==> config.mk <==
export PLATFORM = sky130hd
export DESIGN_NAME = read_burst_req_gen
export DESIGN_NICKNAME = d
export VERILOG_FILES = /design/src/rtl/read_burst_req_gen.sv
export SDC_FILE = /design/constraint.sdc
export NUM_CORES = 1
export LEC_CHECK = 0
export CAP_MARGIN = 20
export CORE_MARGIN = 2
export CORE_UTILIZATION = 48
export CTS_CLUSTER_SIZE = 12
export DETAILED_ROUTE_END_ITERATION = 12
export MAX_ROUTING_LAYER = met4
export PLACE_DENSITY = 0.77
export SLEW_MARGIN = 20
export SYNTH_ARGS = -nofsm -noshare
export SYNTH_HDL_FRONTEND = slang
export SYNTH_SLANG_ARGS = --single-unit
==> constraint.sdc <==
create_clock -name clock -period 2.28 [get_ports clock]
set_input_delay 0.342 -clock clock [delete_from_list [all_inputs] [get_ports clock]]
set_output_delay 0.342 -clock clock [all_outputs]
set_load 0.02 [all_outputs]
==> src/rtl/read_burst_req_gen.sv <==
// ----------------------------------------------------------------------------
// read_burst_req_gen
//
// Per-frame AXI4 read-address generator for the VDMA read path. Starting from
// a frame base address it issues INCR read bursts, counts R beats to detect
// the end of each burst, and reports completion to the upstream length block
// (read_line_len_sum) with one-cycle burst_done / tail_done pulses. The
// upstream block answers with tail_leave / tail_len, which pick the length of
// the next burst.
//
// Ports
//   clock, rst_n          : clock, asynchronous active-low reset
//   enable, fsync         : frame enable, one-cycle frame start pulse
//   baseaddr              : frame base byte address (sampled on fsync)
//   fifo_space            : free beats in the downstream data FIFO
//   tail_leave, tail_len  : upstream length status (next burst is the tail)
//   burst_done, tail_done : completion pulses back to the upstream block
//   frame_busy            : frame in progress
//   rlast_err             : sticky misplaced/missing rlast flag
//   ar*                   : AXI read-address channel (arid/arsize/arburst const)
//   rvalid, rlast, rready : AXI read-data handshake (data routed elsewhere)
// ----------------------------------------------------------------------------
module read_burst_req_gen #(
  parameter int NOR_BURST_LEN = 200,
  parameter int LSIZE         = 9,
  parameter int AXI_DSIZE     = 256,
  parameter int ASIZE         = 32,
  parameter int IDSIZE        = 4,
  parameter int ID            = 0,
  parameter int SETTLE_CYC    = 4
) (
  input  logic              clock,
  input  logic              rst_n,
  input  logic              enable,
  input  logic              fsync,
  input  logic [ASIZE-1:0]  baseaddr,
  input  logic [15:0]       fifo_space,
  input  logic              tail_leave,
  input  logic [LSIZE-1:0]  tail_len,
  output logic              burst_done,
  output logic              tail_done,
  output logic              frame_busy,
  output logic              rlast_err,
  output logic [IDSIZE-1:0] arid,
  output logic [ASIZE-1:0]  araddr,
  output logic [7:0]        arlen,
  output logic [2:0]        arsize,
  output logic [1:0]        arburst,
  output logic              arvalid,
  input  logic              arready,
  input  logic              rvalid,
  input  logic              rlast,
  output logic              rready
);

  // Burst length register must hold both 256 (normal max) and any tail_len.
  localparam int LW     = (LSIZE > 9) ? LSIZE : 9;
  localparam int BSHIFT = $clog2(AXI_DSIZE / 8);
  localparam int CW     = 16;
  localparam logic [CW-1:0] CNT_LAST = CW'(SETTLE_CYC - 1);

  typedef enum logic [2:0] {
    S_IDLE      = 3'd0,
    S_SETTLE    = 3'd1,
    S_WAIT_ROOM = 3'd2,
    S_ADDR      = 3'd3,
    S_DATA      = 3'd4,
    S_DONE      = 3'd5
  } state_t;

  state_t           r_state;
  state_t           w_next_state;
  logic [CW-1:0]    r_cnt;
  logic [ASIZE-1:0] r_addr;
  logic [ASIZE-1:0] r_pend_addr;
  logic [LW-1:0]    r_len;
  logic [LW-1:0]    r_beat;
  logic             r_is_tail;
  logic             r_pend;
  logic             r_rlast_err;

  logic [LW-1:0]    w_len;
  logic             w_room;
  logic             w_beat;
  logic             w_last;
  logic [ASIZE-1:0] w_inc;
  logic             w_start;
  logic             w_reload;
  logic             w_latch;
  logic             w_set_pend;
  logic             w_advance;
  logic             w_burst_done;
  logic             w_tail_done;

  assign w_len  = tail_leave ? LW'(tail_len) : LW'(NOR_BURST_LEN);
  assign w_room = ({16'd0, fifo_space} >= 32'(w_len));
  assign w_beat = rvalid && (r_state == S_DATA);
  assign w_last = (r_beat == (r_len - LW'(1)));
  assign w_inc  = ASIZE'(r_len) << BSHIFT;

  // Next-state and control decode. w_start restarts the frame from baseaddr,
  // w_reload restarts it from the address captured by a deferred fsync.
  always_comb begin
    w_next_state = r_state;
    w_start      = 1'b0;
    w_reload     = 1'b0;
    w_latch      = 1'b0;
    w_set_pend   = 1'b0;
    w_advance    = 1'b0;
    w_burst_done = 1'b0;
    w_tail_done  = 1'b0;
    case (r_state)
      S_IDLE: begin
        if (fsync && enable) begin
          w_start      = 1'b1;
          w_next_state = S_SETTLE;
        end else begin
          w_next_state = S_IDLE;
        end
      end
      S_SETTLE: begin
        if (fsync) begin
          w_start      = 1'b1;
          w_next_state = S_SETTLE;
        end else if (r_cnt == CNT_LAST) begin
          w_next_state = S_WAIT_ROOM;
        end else begin
          w_next_state = S_SETTLE;
        end
      end
      S_WAIT_ROOM: begin
        if (fsync) begin
          w_start      = 1'b1;
          w_next_state = S_SETTLE;
        end else if (w_room) begin
          w_latch      = 1'b1;
          w_next_state = S_ADDR;
        end else begin
          w_next_state = S_WAIT_ROOM;
        end
      end
      // A started AXI transaction is never abandoned: fsync is only recorded.
      S_ADDR: begin
        w_set_pend = fsync;
        if (arready) begin
          w_next_state = S_DATA;
        end else begin
          w_next_state = S_ADDR;
        end
      end
      S_DATA: begin
        w_set_pend = fsync;
        if (w_beat && w_last) begin
          w_next_state = S_DONE;
        end else begin
          w_next_state = S_DATA;
        end
      end
      S_DONE: begin
        if (fsync) begin
          w_start      = 1'b1;
          w_next_state = S_SETTLE;
        end else if (r_pend) begin
          w_reload     = 1'b1;
          w_next_state = S_SETTLE;
        end else begin
          w_advance = 1'b1;
          if (r_is_tail) begin
            w_tail_done  = 1'b1;
            w_next_state = S_IDLE;
          end else begin
            w_burst_done = 1'b1;
            w_next_state = S_SETTLE;
          end
        end
      end
      default: begin
        w_next_state = S_IDLE;
      end
    endcase
  end

  // State register.
  always_ff @(posedge clock or negedge rst_n) begin
    if (!rst_n) begin
      r_state <= S_IDLE;
    end else begin
      r_state <= w_next_state;
    end
  end

  // Datapath: settle counter, address, burst length, beat count, fsync
  // deferral and the sticky rlast check.
  always_ff @(posedge clock or negedge rst_n) begin
    if (!rst_n) begin
      r_cnt       <= '0;
      r_addr      <= '0;
      r_pend_addr <= '0;
      r_len       <= '0;
      r_beat      <= '0;
      r_is_tail   <= 1'b0;
      r_pend      <= 1'b0;
      r_rlast_err <= 1'b0;
    end else begin
      // Counter restarts on every (re)entry into SETTLE.
      if ((r_state == S_SETTLE) && (w_next_state == S_SETTLE) && !w_start) begin
        r_cnt <= r_cnt + CW'(1);
      end else begin
        r_cnt <= '0;
      end

      if (w_start) begin
        r_addr <= baseaddr;
      end else if (w_reload) begin
        r_addr <= r_pend_addr;
      end else if (w_advance) begin
        r_addr <= r_addr + w_inc;
      end

      if (w_latch) begin
        r_len     <= w_len;
        r_is_tail <= tail_leave;
      end

      if (r_state == S_ADDR) begin
        r_beat <= '0;
      end else if (w_beat) begin
        r_beat <= r_beat + LW'(1);
      end

      if (w_start || w_reload) begin
        r_pend <= 1'b0;
      end else if (w_set_pend) begin
        r_pend <= 1'b1;
      end

      // The latest deferred fsync decides the next frame base.
      if (w_set_pend) begin
        r_pend_addr <= baseaddr;
      end

      // rlast must appear on the final counted beat and nowhere else.
      if (w_start || w_reload) begin
        r_rlast_err <= 1'b0;
      end else if (w_beat && (rlast != w_last)) begin
        r_rlast_err <= 1'b1;
      end
    end
  end

  assign arid       = IDSIZE'(ID);
  assign arsize     = 3'(BSHIFT);
  assign arburst    = 2'b01;
  assign arvalid    = (r_state == S_ADDR);
  assign araddr     = arvalid ? r_addr : '0;
  assign arlen      = arvalid ? 8'(r_len - LW'(1)) : 8'd0;
  assign rready     = (r_state == S_DATA);
  assign frame_busy = (r_state != S_IDLE);
  assign rlast_err  = r_rlast_err;
  assign burst_done = w_burst_done;
  assign tail_done  = w_tail_done;

endmodule

==> results.txt <==
----------------------------------------------------
[Synth]
  Post-synthesis register bit count ... 104
  Fraction of registers with async set or reset after synthesis ... 100%
  Fraction of post-synthesis cell area in the top cell type by area ... 39.8%
  Fraction of the yosys area taken by sequential cells ... 39.8%
  Yosys synthesis warning count ... 0
  Cells taking the most area after synthesis ... sky130_fd_sc_hd__dfrtp_1 40%, sky130_fd_sc_hd__mux2_2 5.8%, sky130_fd_sc_hd__nand2_1 4.2%
  Number of flops mapped to enable cells by yosys ... 0
  Average size of a mapped cell ... 9.43 um^2
  Synthesized cell area ... 6550 um^2
  Biggest area consumer among synthesized cells ... sky130_fd_sc_hd__dfrtp_1
  Synthesized netlist cell count ... 694
  Number of different library cells in the post-synthesis netlist ... 75
  Dominant synthesized flop cell ... sky130_fd_sc_hd__dfrtp_1

[Clock tree]
  Number of H-tree branching levels ... 3
  Clock Tree Root ... sky130_fd_sc_hd__clkbuf_16
  Clock edge transition at the registers on the reported setup and hold paths ... 70 ps
  Source-to-sink clock delay at the later pin of the worst-skew pair ... 360 ps
  Maximum buffer depth of the clock tree ... 2
  Clock Sinks ... 104
  Clock tree from TritonCTS ... done
  Number of buffers created by CTS ... 9

[Layout]
  Fraction of final layout cells with drive strength greater than 1 ... 28.4%
  Area growth syn-to-layout ... 37.7%
  Commonest non-fill, non-tap cell in the layout ... sky130_fd_sc_hd__dfrtp_1
  Fillers ... 1002
  Nets ... 968
  Most frequent cells in the layout ... 101 x sky130_fd_sc_hd__dfrtp_1, 93 x sky130_fd_sc_hd__buf_4, 74 x sky130_fd_sc_hd__nand2_1
  Diodes inserted ... 0
  Finished Layout Cells ... 1062

[Detailed routing]
  Routed length per placed instance ... 18.4 um
  Via total after detailed routing ... 6195
  Number of remaining DRC errors ... 0
  Via/cell ratio ... 5.83
  First-pass iteration count of the detailed router ... 5
  Total wire length ... 19.6 mm
  Antenna Violating Nets Remaining ... 0
  DRC marker count from the first detailed-route iteration ... 578

[Setup path]
  Chain of cells forming the critical path ... inv_2 -> ha_4 -> buf_6 -> nor3b_4 -> a31oi_2 -> buf_4 -> or4b_4 -> a311o_1 -> mux2i_1 -> nand2b_1
  Highest cell delay on the worst timing path ... 480 ps
  Crit Path Class ... reg2reg
  CP max FO ... 3
  Worst reg2reg setup slack ... -70 ps
  Critical path's top delay family ... simple AND/OR/NAND/NOR gates
  Startpoint type of the worst setup path ... flop
  Crit-path slowest cell ... sky130_fd_sc_hd__or4b_4
  Worst path required time ... 2580 ps
  Buffers and inverters on the worst path ... 3
  Category of the worst setup path capture point ... flop
  Data arrival time of the worst path ... 2650 ps

[Power and ir drop]
  Sequential Power Share ... 34.5%
  Clk pwr share ... 22.3%
  Total net switching power ... 2.91 mW
  Maximum vdd drop ... 0.000718 V
  Pwr/cell area ... 895 nW/um^2
  Overall power of the completed layout ... 8.07 mW
  Cell Int Power ... 5.16 mW
  Leak Pwr ... 4.21 nW
  Combinational group share of total power ... 43.2%
  Switch share ... 36.1%

[Timing]
  PnR worst setup slack ... -71.3 ps
  Post-layout min period ... 2350 ps
  Max Freq ... 425 MHz
  Final hold viol count ... 0
  Pin slew with the least headroom to its limit ... 573 ps
  Relative slew slack ... 60.8%
  Final Max Tran Viols ... 0
  Fraction of the cycle the final worst path needs ... 103%
  Final count of negative-setup-slack endpoints ... 5
  Setup TNS Final ... -243 ps
  Clock tree skew after final layout ... 6.41 ps
  Unrepaired setup endpoints after global routing ... yes

[Global route]
  First-pass GRT wire length ... 31.0 mm
  Initial antenna violation count ... 0
  GRT Total Usage ... 27.7%
  Global route overflow ... 0
  Largest net degree at the start of global routing ... 45
  Via count of the first global-routing pass ... 6312

[Die]
  Initial Utilization ... 49.2%
  Top-level port count ... 120
  Width of the chip ... 121 um
  Placeable Area ... 13300 um^2
  Overall die area ... 14600 um^2
  Placement row count ... 42
  Die outline height ... 121 um

[Run]
  Number of violations of the max-capacitance limit ... 0

[Placement]
  Global placer's final weighted congestion ... 0.890
  Number of I/O port buffers ... 110
  Pre-CTS setup slack ... -381 ps
  Number of instances in the placed design ... 1035
  Final HPWL DP ... 13.9 mm

[Status]
  Failing checks ... setup timing
  Result of the run ... finished with violations

[Worst hold path]
  Class of the most critical hold timing path ... reg2reg

----------------------------------------------------
## synthesized netlist by cell type, types with 3 or more instances
master	n
sky130_fd_sc_hd__a21o_1	8
sky130_fd_sc_hd__a22oi_1	9
sky130_fd_sc_hd__or4_1	4
sky130_fd_sc_hd__and3_1	10
sky130_fd_sc_hd__buf_6	5
sky130_fd_sc_hd__clkbuf_1	15
sky130_fd_sc_hd__nor3_1	11
sky130_fd_sc_hd__a31oi_1	7
sky130_fd_sc_hd__o31ai_1	4
sky130_fd_sc_hd__buf_4	12
sky130_fd_sc_hd__o22ai_1	7
sky130_fd_sc_hd__mux2i_1	18
sky130_fd_sc_hd__nor2b_1	9
sky130_fd_sc_hd__nand3_1	18
sky130_fd_sc_hd__nor2_1	54
sky130_fd_sc_hd__dfrtp_1	104
sky130_fd_sc_hd__inv_1	21
sky130_fd_sc_hd__a21boi_0	3
sky130_fd_sc_hd__xor2_1	13
sky130_fd_sc_hd__a22o_1	3
sky130_fd_sc_hd__nand2b_1	6
sky130_fd_sc_hd__nor4_1	8
sky130_fd_sc_hd__xnor2_1	23
sky130_fd_sc_hd__o21ai_0	34
sky130_fd_sc_hd__a21oi_1	23
sky130_fd_sc_hd__ha_1	21
sky130_fd_sc_hd__buf_2	13
sky130_fd_sc_hd__and2_1	32
sky130_fd_sc_hd__o211ai_1	7
sky130_fd_sc_hd__nand2_1	74
sky130_fd_sc_hd__mux2_2	34
sky130_fd_sc_hd__a222oi_1	5
sky130_fd_sc_hd__a211oi_1	10
sky130_fd_sc_hd__or2_2	4
sky130_fd_sc_hd__or3_1	10
sky130_fd_sc_hd__nand4_1	8
## layer usage
| metal | up-vias | part of all wire (%) | GRT usage [%] |
|---|---|---|---|
| li1 | 2825 | - | - |
| met1 | 3036 | 40 | 33.9 |
| met2 | 283 | 50 | 45.6 |
| met3 | 51 | 7.3 | 6.46 |
| met4 | 0 | 2.8 | 9.16 |
| met5 | - | 0 | - |
## worst paths after layout
kind	cells past startpoint	from	to
worst max-delay path	10	r_len[0]	rlast_err
worst min-delay path	2	r_addr[3]	r_addr[3]
worst max register to register	10	r_len[0]	rlast_err
worst min register to register	2	r_addr[3]	r_addr[3]
max in group asynchronous	3	rst_n	r_pend_addr[27]
min in group asynchronous	2	rst_n	r_pend_addr[21]
## flip-flops by register name, indices dropped and copies added (netlist names)
signal       flops
r_addr          32
r_pend_addr     32
r_cnt           16
r_beat           9
r_len            9
r_state          3
r_is_tail        1
r_pend           1
rlast_err        1
## stage by stage
| stage | cell area, um^2 | hold WS [ps] | util [%] |
|---|---|---|---|
| global placement | 8370 | 348 | 63.0 |
| global route | 9010 | 497 | 67.8 |
| finish | 9010 | 472 | 67.8 |
| CTS | 8880 | 475 | 66.8 |
| detailed placement | 8370 | 356 | 63.0 |
| floorplan | 6570 | 46.4 | - |
## cell families after synthesis
| kind of cell | count (synthesis) | synth area share [%] |
|---|---|---|
| mux | 52 | 8.60 |
| fa+ha+maj | 22 | 4.32 |
| flops | 104 | 39.8 |
| simple gates | 264 | 20.9 |
| xor+xnor | 38 | 5.50 |
| other cells | 2 | 0.115 |
| compound gates | 146 | 15.5 |
| buf+inv | 66 | 5.29 |
## area by class of cell
type | count | area [um^2] | area share (%)
sequential | 104 | 2610 | 28.9
clock inverter | 5 | 104 | 1.15
tap | 176 | 220 | 2.44
inverter | 21 | 78.8 | 0.875
timing repair buffer | 214 | 1820 | 20.2
clock buffer | 11 | 243 | 2.69
multi-input combinational | 531 | 3940 | 43.7
## power by group through the flow
stage	clock [mW]	combinational, mW	sequential [mW]
floorplan	0	1.94	2.62
global placement	0	2.90	2.72
detailed placement	0	3.00	2.75
CTS	1.83	3.18	2.73
global route	1.90	3.76	2.83
finish	1.80	3.49	2.78
## tightest hold or removal path, delay by kind of cell, from the launching register on
family	cells	cell delay [ps]
DFF	1	340
and+or+nand+nor	2	110
## repair_timing
| item | 4_1_cts | 5_1_grt |
|---|---|---|
| pin swaps | 13 | 30 |
| hold buffers | 1 | 0 |
| gates resized for setup | 94 | 94 |
| hold endpoints to repair | 37 | 0 |
| endpoints found under the setup margin | 59 | 54 |
| setup buffers | 9 | 6 |
Note: power is estimated with default switching activity, not from simulation.
==> patch 1: new RTL, config.mk and constraints unchanged <==
Re-encode `state_t` (6 states) as one-hot, 6 bits wide.
--- a/src/rtl/read_burst_req_gen.sv
+++ b/src/rtl/read_burst_req_gen.sv
@@ -61,9 +61,9 @@
 
-  typedef enum logic [2:0] {
-    S_IDLE      = 3'd0,
-    S_SETTLE    = 3'd1,
-    S_WAIT_ROOM = 3'd2,
-    S_ADDR      = 3'd3,
-    S_DATA      = 3'd4,
-    S_DONE      = 3'd5
+  typedef enum logic [5:0] {
+    S_IDLE      = 6'b000001,
+    S_SETTLE    = 6'b000010,
+    S_WAIT_ROOM = 6'b000100,
+    S_ADDR      = 6'b001000,
+    S_DATA      = 6'b010000,
+    S_DONE      = 6'b100000
   } state_t;
Behaviour: no difference found for any inputs over 10 cycles, from zero or initial values and one cycle with rst_n low; not proved beyond that.
==> patch 1 against the unedited design <==
Largest cell class unchanged; sequential share of layout area grew 2.4 points; final area shrank 4.9%; critical path depth shrank 4; area after synthesis shrank 3.2%; setup slack gained 0.072 ns; core utilization shrank 0.71 points; wire length shrank 7.9%; maximum frequency grew 3.1%; highest routed layer unchanged; sequential cell count grew 3.
Power is not compared: it rests on default switching activity, and its combinational part moved more than twofold at a synthesized area within 25%.
==> patch 1: results (changes against the unedited design) <==
| Metric | Value |
|---|---|
| Post-synth ARST share | `1.00 (unchanged)` |
| Top cells by area, synth | `dfrtp_1, mux2_2, ha_1, nor2_1, xnor2_1 (was dfrtp_1, mux2_2, nand2_1, ha_1, nor2_1)` |
| Commonest cells in the netlist | `dfrtp_1, nor2_1, nand2_1 (was dfrtp_1, nand2_1, nor2_1)` |
| Worst EP arrival | `1.94 ns (was 2.65 ns)` |
| Status | `completed (was finished with violations)` |
| Total Routing Usage GR | `0.259 (was 0.277)` |
| Worst-Skew Late Latency | `between 0.3 and 0.4 ns` |
| Worst-path clk slew | `0.07 ns (about the same)` |
| Largest net degree at the start of global routing | `48 (was 45)` |
| LEAKAGE | `~3.9 nW` |
| Starting DRT DRC Count | `429 (was 578)` |
| H-tree Lvls | `3 (unchanged)` |
| Clock skew | `0.00878 ns (was 0.00641 ns)` |
| # port buffers | `110 (unchanged)` |
| DR vias | `5757 (was 6195)` |
| Nets | `922 (was 968)` |
| Vias in the first global route | `5916 (was 6312)` |
| Clock Path Buffers | `2 (unchanged)` |
| Crit Path Max Fanout | `23 (was 3)` |
| Warnings from Yosys | `0 (unchanged)` |
| Layout cells sized above 1 | `0.260 (was 0.284)` |
| Maximum vdd drop | `401 uV` |
| Root buffer cell | `clkbuf_16 (unchanged)` |
| Register area share after synthesis | `0.423 (was 0.398)` |
| Synth unique cells | `71 (was 75)` |
| First-pass GRT wire length | `28.8 mm (was 31.0 mm)` |
| Critical hold path startpoint | `r_addr[4] (was r_addr[3])` |
| Regs by FF count | `r_addr (32), r_pend_addr (32), r_cnt (16) (unchanged)` |
| Antenna diode count | `0 (unchanged)` |
| Dpl hpwl | `12.7 mm (was 13.9 mm)` |
| Placer congestion estimate | `0.934 (was 0.890)` |
| Critical R2R Launch | `r_len[3] (was r_len[0])` |
| Setup WS pre-CTS | `-0.521 ns (was -0.381 ns)` |
| Worst Tran Pin Value | `0.548 ns (was 0.573 ns)` |
| DR WL/cell | `17.8 um (was 18.4 um)` |
| Launch point of the worst path | `r_state[2] (was r_len[0])` |
| Drt first pass iters | `6 (was 5)` |
==> patch 1: cell types whose count changed in the layout (fill, tap and decap cells not counted), sizes merged, moves of 8 or more <==
cell and change:
xor2 +13, buf -19, dlygate4sd2 -8, nand2 -21, a211oi -8, clkdlybuf4s15 +10, mux2i -10, nor2 +16
==> patch 1: final timing paths <==
kind                            slack [ns]              end  cells after the start
worst max register to register        0.05       r_addr[22]                      8
min in group asynchronous             0.52  r_pend_addr[20]                      2
worst min register to register        0.48        r_addr[4]                      2
worst max-delay path                0.0004        araddr[9]                      6
worst min-delay path                  0.48        r_addr[4]                      2
max in group asynchronous             1.03         r_len[3]                      3
==> patch 1: final cells by class <==
cell class                      count  area (sq um)
Sequential cell                   107          2680
Inverter                           15          58.8
Multi-Input combinational cell    509          3620
Clock buffer                       11           253
Timing Repair Buffer              193          1710
Fill cell                         973          4210
Tap cell                          172           215
Clock inverter                      5          37.5
==> patch 1: critical path: stages (launching register included) <==
cell             delay [ns]
dfrtp_1                0.41
nor2_1                 0.16
nand4b_1               0.22
inv_2                  0.16
buf_12                 0.17
and2_1                 0.18
clkdlybuf4s15_2        0.27
==> patch 1: timing repair <==
action | in CTS | in global routing
setup buffers | 4 | 7
endpoints found under the setup margin | 67 | 73
gates resized for setup | 116 | 68
pin swaps | 3 | 18
hold buffers | 1 | 0
endpoints found under the hold margin | 33 | 0
==> patch 1: cell families after synthesis <==
family / after synthesis / share of synthesized area
AO/OA/AOI/OAI: 128 / 0.137
flip-flops: 107 / 0.423
multiplexers: 42 / 0.0731
buffers and inverters: 57 / 0.0415
AND/OR/NAND/NOR: 254 / 0.205
other: 2 / 0.00119
adder cells (fa/ha/maj): 22 / 0.0446
XOR/XNOR: 54 / 0.0746
==> patch 1: routing by layer <==
metal,track usage,part of all wire
met3,0.0369,0.058
met4,0.0930,0.020
met1,0.320,0.42
met2,0.435,0.50
met5,-,0
==> patch 1: stage by stage <==
stage               instance area, sq um  instances
detailed placement                  8100        984
global route                        8570       1012
finish                              8570       1012
global placement                    8100        984
CTS                                 8490       1005
floorplan                           6400        673
==> patch 1: report_power, final <==
group	switching, mW	internal (mW)	leakage [nW]	total, mW
Clock	0.711	0.803	0.138	1.51
Sequential	0.158	2.04	1.42	2.20
Combinational	0.468	0.510	2.38	0.978
==> patch 2: new RTL, same flow settings <==
Made on the original files. The parameter `IDSIZE` goes from 4 to 16.
--- a/src/rtl/read_burst_req_gen.sv
+++ b/src/rtl/read_burst_req_gen.sv
@@ -27,3 +27,3 @@
   parameter int ASIZE         = 32,
-  parameter int IDSIZE        = 4,
+  parameter int IDSIZE        = 16,
   parameter int ID            = 0,
Interface: changed (resized arid); port bits go from 120 to 132. The function was not compared with the original's and may differ.
==> patch 2 against the unedited design <==
The run still ends with negative setup slack left; area after synthesis is 1.4% higher; combinational power fell by 4%; final area down 0.26%; clock skew down 0.0013 ns; via count decreased by 2.2%; power is 3.1% lower; sequential share of layout area hardly changed; non-clock buffer count down 9; sequential cell count is the same; wire length is 0.38% lower; core utilization down 0.44 points; setup slack improved by 0.017 ns.
==> patch 2: results (changes against the unedited design) <==
| Metric | Value |
|---|---|
| Worst Tran Pin Value | `0.540 ns (was 0.573 ns)` |
| LEAKAGE | `4.24 nW (was 4.21 nW)` |
| Multi-input gates | `543 (was 531)` |
| Xor/xnor share of the synthesized area | `0.0543 (was 0.0550)` |
| Post-CTS Resized | `87 (was 94)` |
| Wirelength, routed | `19.5 mm (was 19.6 mm)` |
| Met2 wire len | `9.62 mm (was 9.69 mm)` |
| Placed cell count | `1038 (was 1035)` |
| Drt first pass iters | `5 (unchanged)` |
| Vias per Instance | `5.69 (was 5.83)` |
| Layout cells sized above 1 | `0.238 (was 0.284)` |
| CLK BUF | `10 (was 11)` |
| Starting DRT DRC Count | `459 (was 578)` |
| Complex-gate fraction of the synthesized area | `0.153 (was 0.155)` |
| Clk tree area frac | `0.0366 (was 0.0385)` |
| Worst Setup EP | `rlast_err (unchanged)` |
| Largest net degree at the start of global routing | `68 (was 45)` |
| Total Routing Usage GR | `0.277 (about the same)` |
| Metal-1 WL | `8.17 mm (was 7.88 mm)` |
| Vias in the first global route | `6148 (was 6312)` |
| Worst Hold Class | `primary input to asynchronous set/reset pin (was flop to flop)` |
| Met3 usage | `0.0482 (was 0.0646)` |
| First-pass GRT wire length | `31.2 mm (was 31.0 mm)` |
| Multi-input logic area | `0.00392 sq mm (was 0.00394 sq mm)` |
| Met2 global-route usage | `0.443 (was 0.456)` |
| Failing checks | `negative setup slack (unchanged)` |
| Met1 usage | `0.364 (was 0.339)` |
| P per Cell Area | `870 mW/mm^2 (was 895 mW/mm^2)` |
| Status | `finished with violations (unchanged)` |
| Mux contribution to synthesized area | `0.0848 (was 0.0860)` |
| Worst Slack Setup Final | `-0.0538 ns (was -0.0713 ns)` |
| Area after DPL | `0.00835 sq mm (was 0.00837 sq mm)` |
| Layout fillers | `1061 (was 1002)` |
| Met3 WL | `1.26 mm (was 1.44 mm)` |
| FFs & Latches | `104 (unchanged)` |
| Clock skew | `0.00514 ns (was 0.00641 ns)` |
| Non-clk bufs | `205 (was 214)` |
| DR WL/cell | `18.3 um (was 18.4 um)` |
| Placer congestion estimate | `0.912 (was 0.890)` |
| Dpl hpwl | `14.1 mm (was 13.9 mm)` |
| Avg Synthesized Cell Area | `9.40 sq um (was 9.43 sq um)` |
| NonClk Buf Share | `0.205 (was 0.202)` |
| Post-Synth Adder-Cell Area | `0.0426 (was 0.0432)` |
| Req. time, crit path | `2.58 ns (about the same)` |
| Top cells by area, synth | `dfrtp_1, mux2_2, nand2_1, ha_1, nor2_1 (unchanged)` |
| Register area share after synthesis | `0.392 (was 0.398)` |
| Postcts setup bufs | `10 (was 9)` |
| Final setup viols | `3 (was 5)` |
| Maximum vdd drop | `574 uV (was 718 uV)` |
patch 2: cell count changes after synthesis, sizes merged:
| cell | delta |
|---|---|
| buf | +12 |
patch 2: worst min path at each step:
stage	startpoint	slack, ns	endpoint
final	rst_n	0.48	r_pend_addr[21]
after global routing	r_addr[3]	0.51	r_addr[3]
after CTS	r_addr[3]	0.48	r_addr[3]
after detailed placement	rst_n	0.35	r_pend_addr[21]
after global placement	rst_n	0.34	r_pend_addr[21]
after floorplan	rst_n	0.05	r_addr[0]
patch 2: per-stage QoR:
step / setup WS [ns] / setup TNS (ns) / power [mW]
floorplan: 0.0565 / 0 / 4.60
global placement: -0.252 / -3.09 / 5.58
detailed placement: -0.386 / -5.15 / 5.70
CTS: -0.127 / -0.807 / 7.52
global route: -0.178 / -1.03 / 8.25
finish: -0.0538 / -0.112 / 7.82
patch 2: power by group:
group / leakage [nW] / switching [mW] / internal [mW]
Sequential: 1.32 / 0.467 / 2.30
Clock: 0.159 / 0.721 / 0.996
Combinational: 2.76 / 1.71 / 1.63
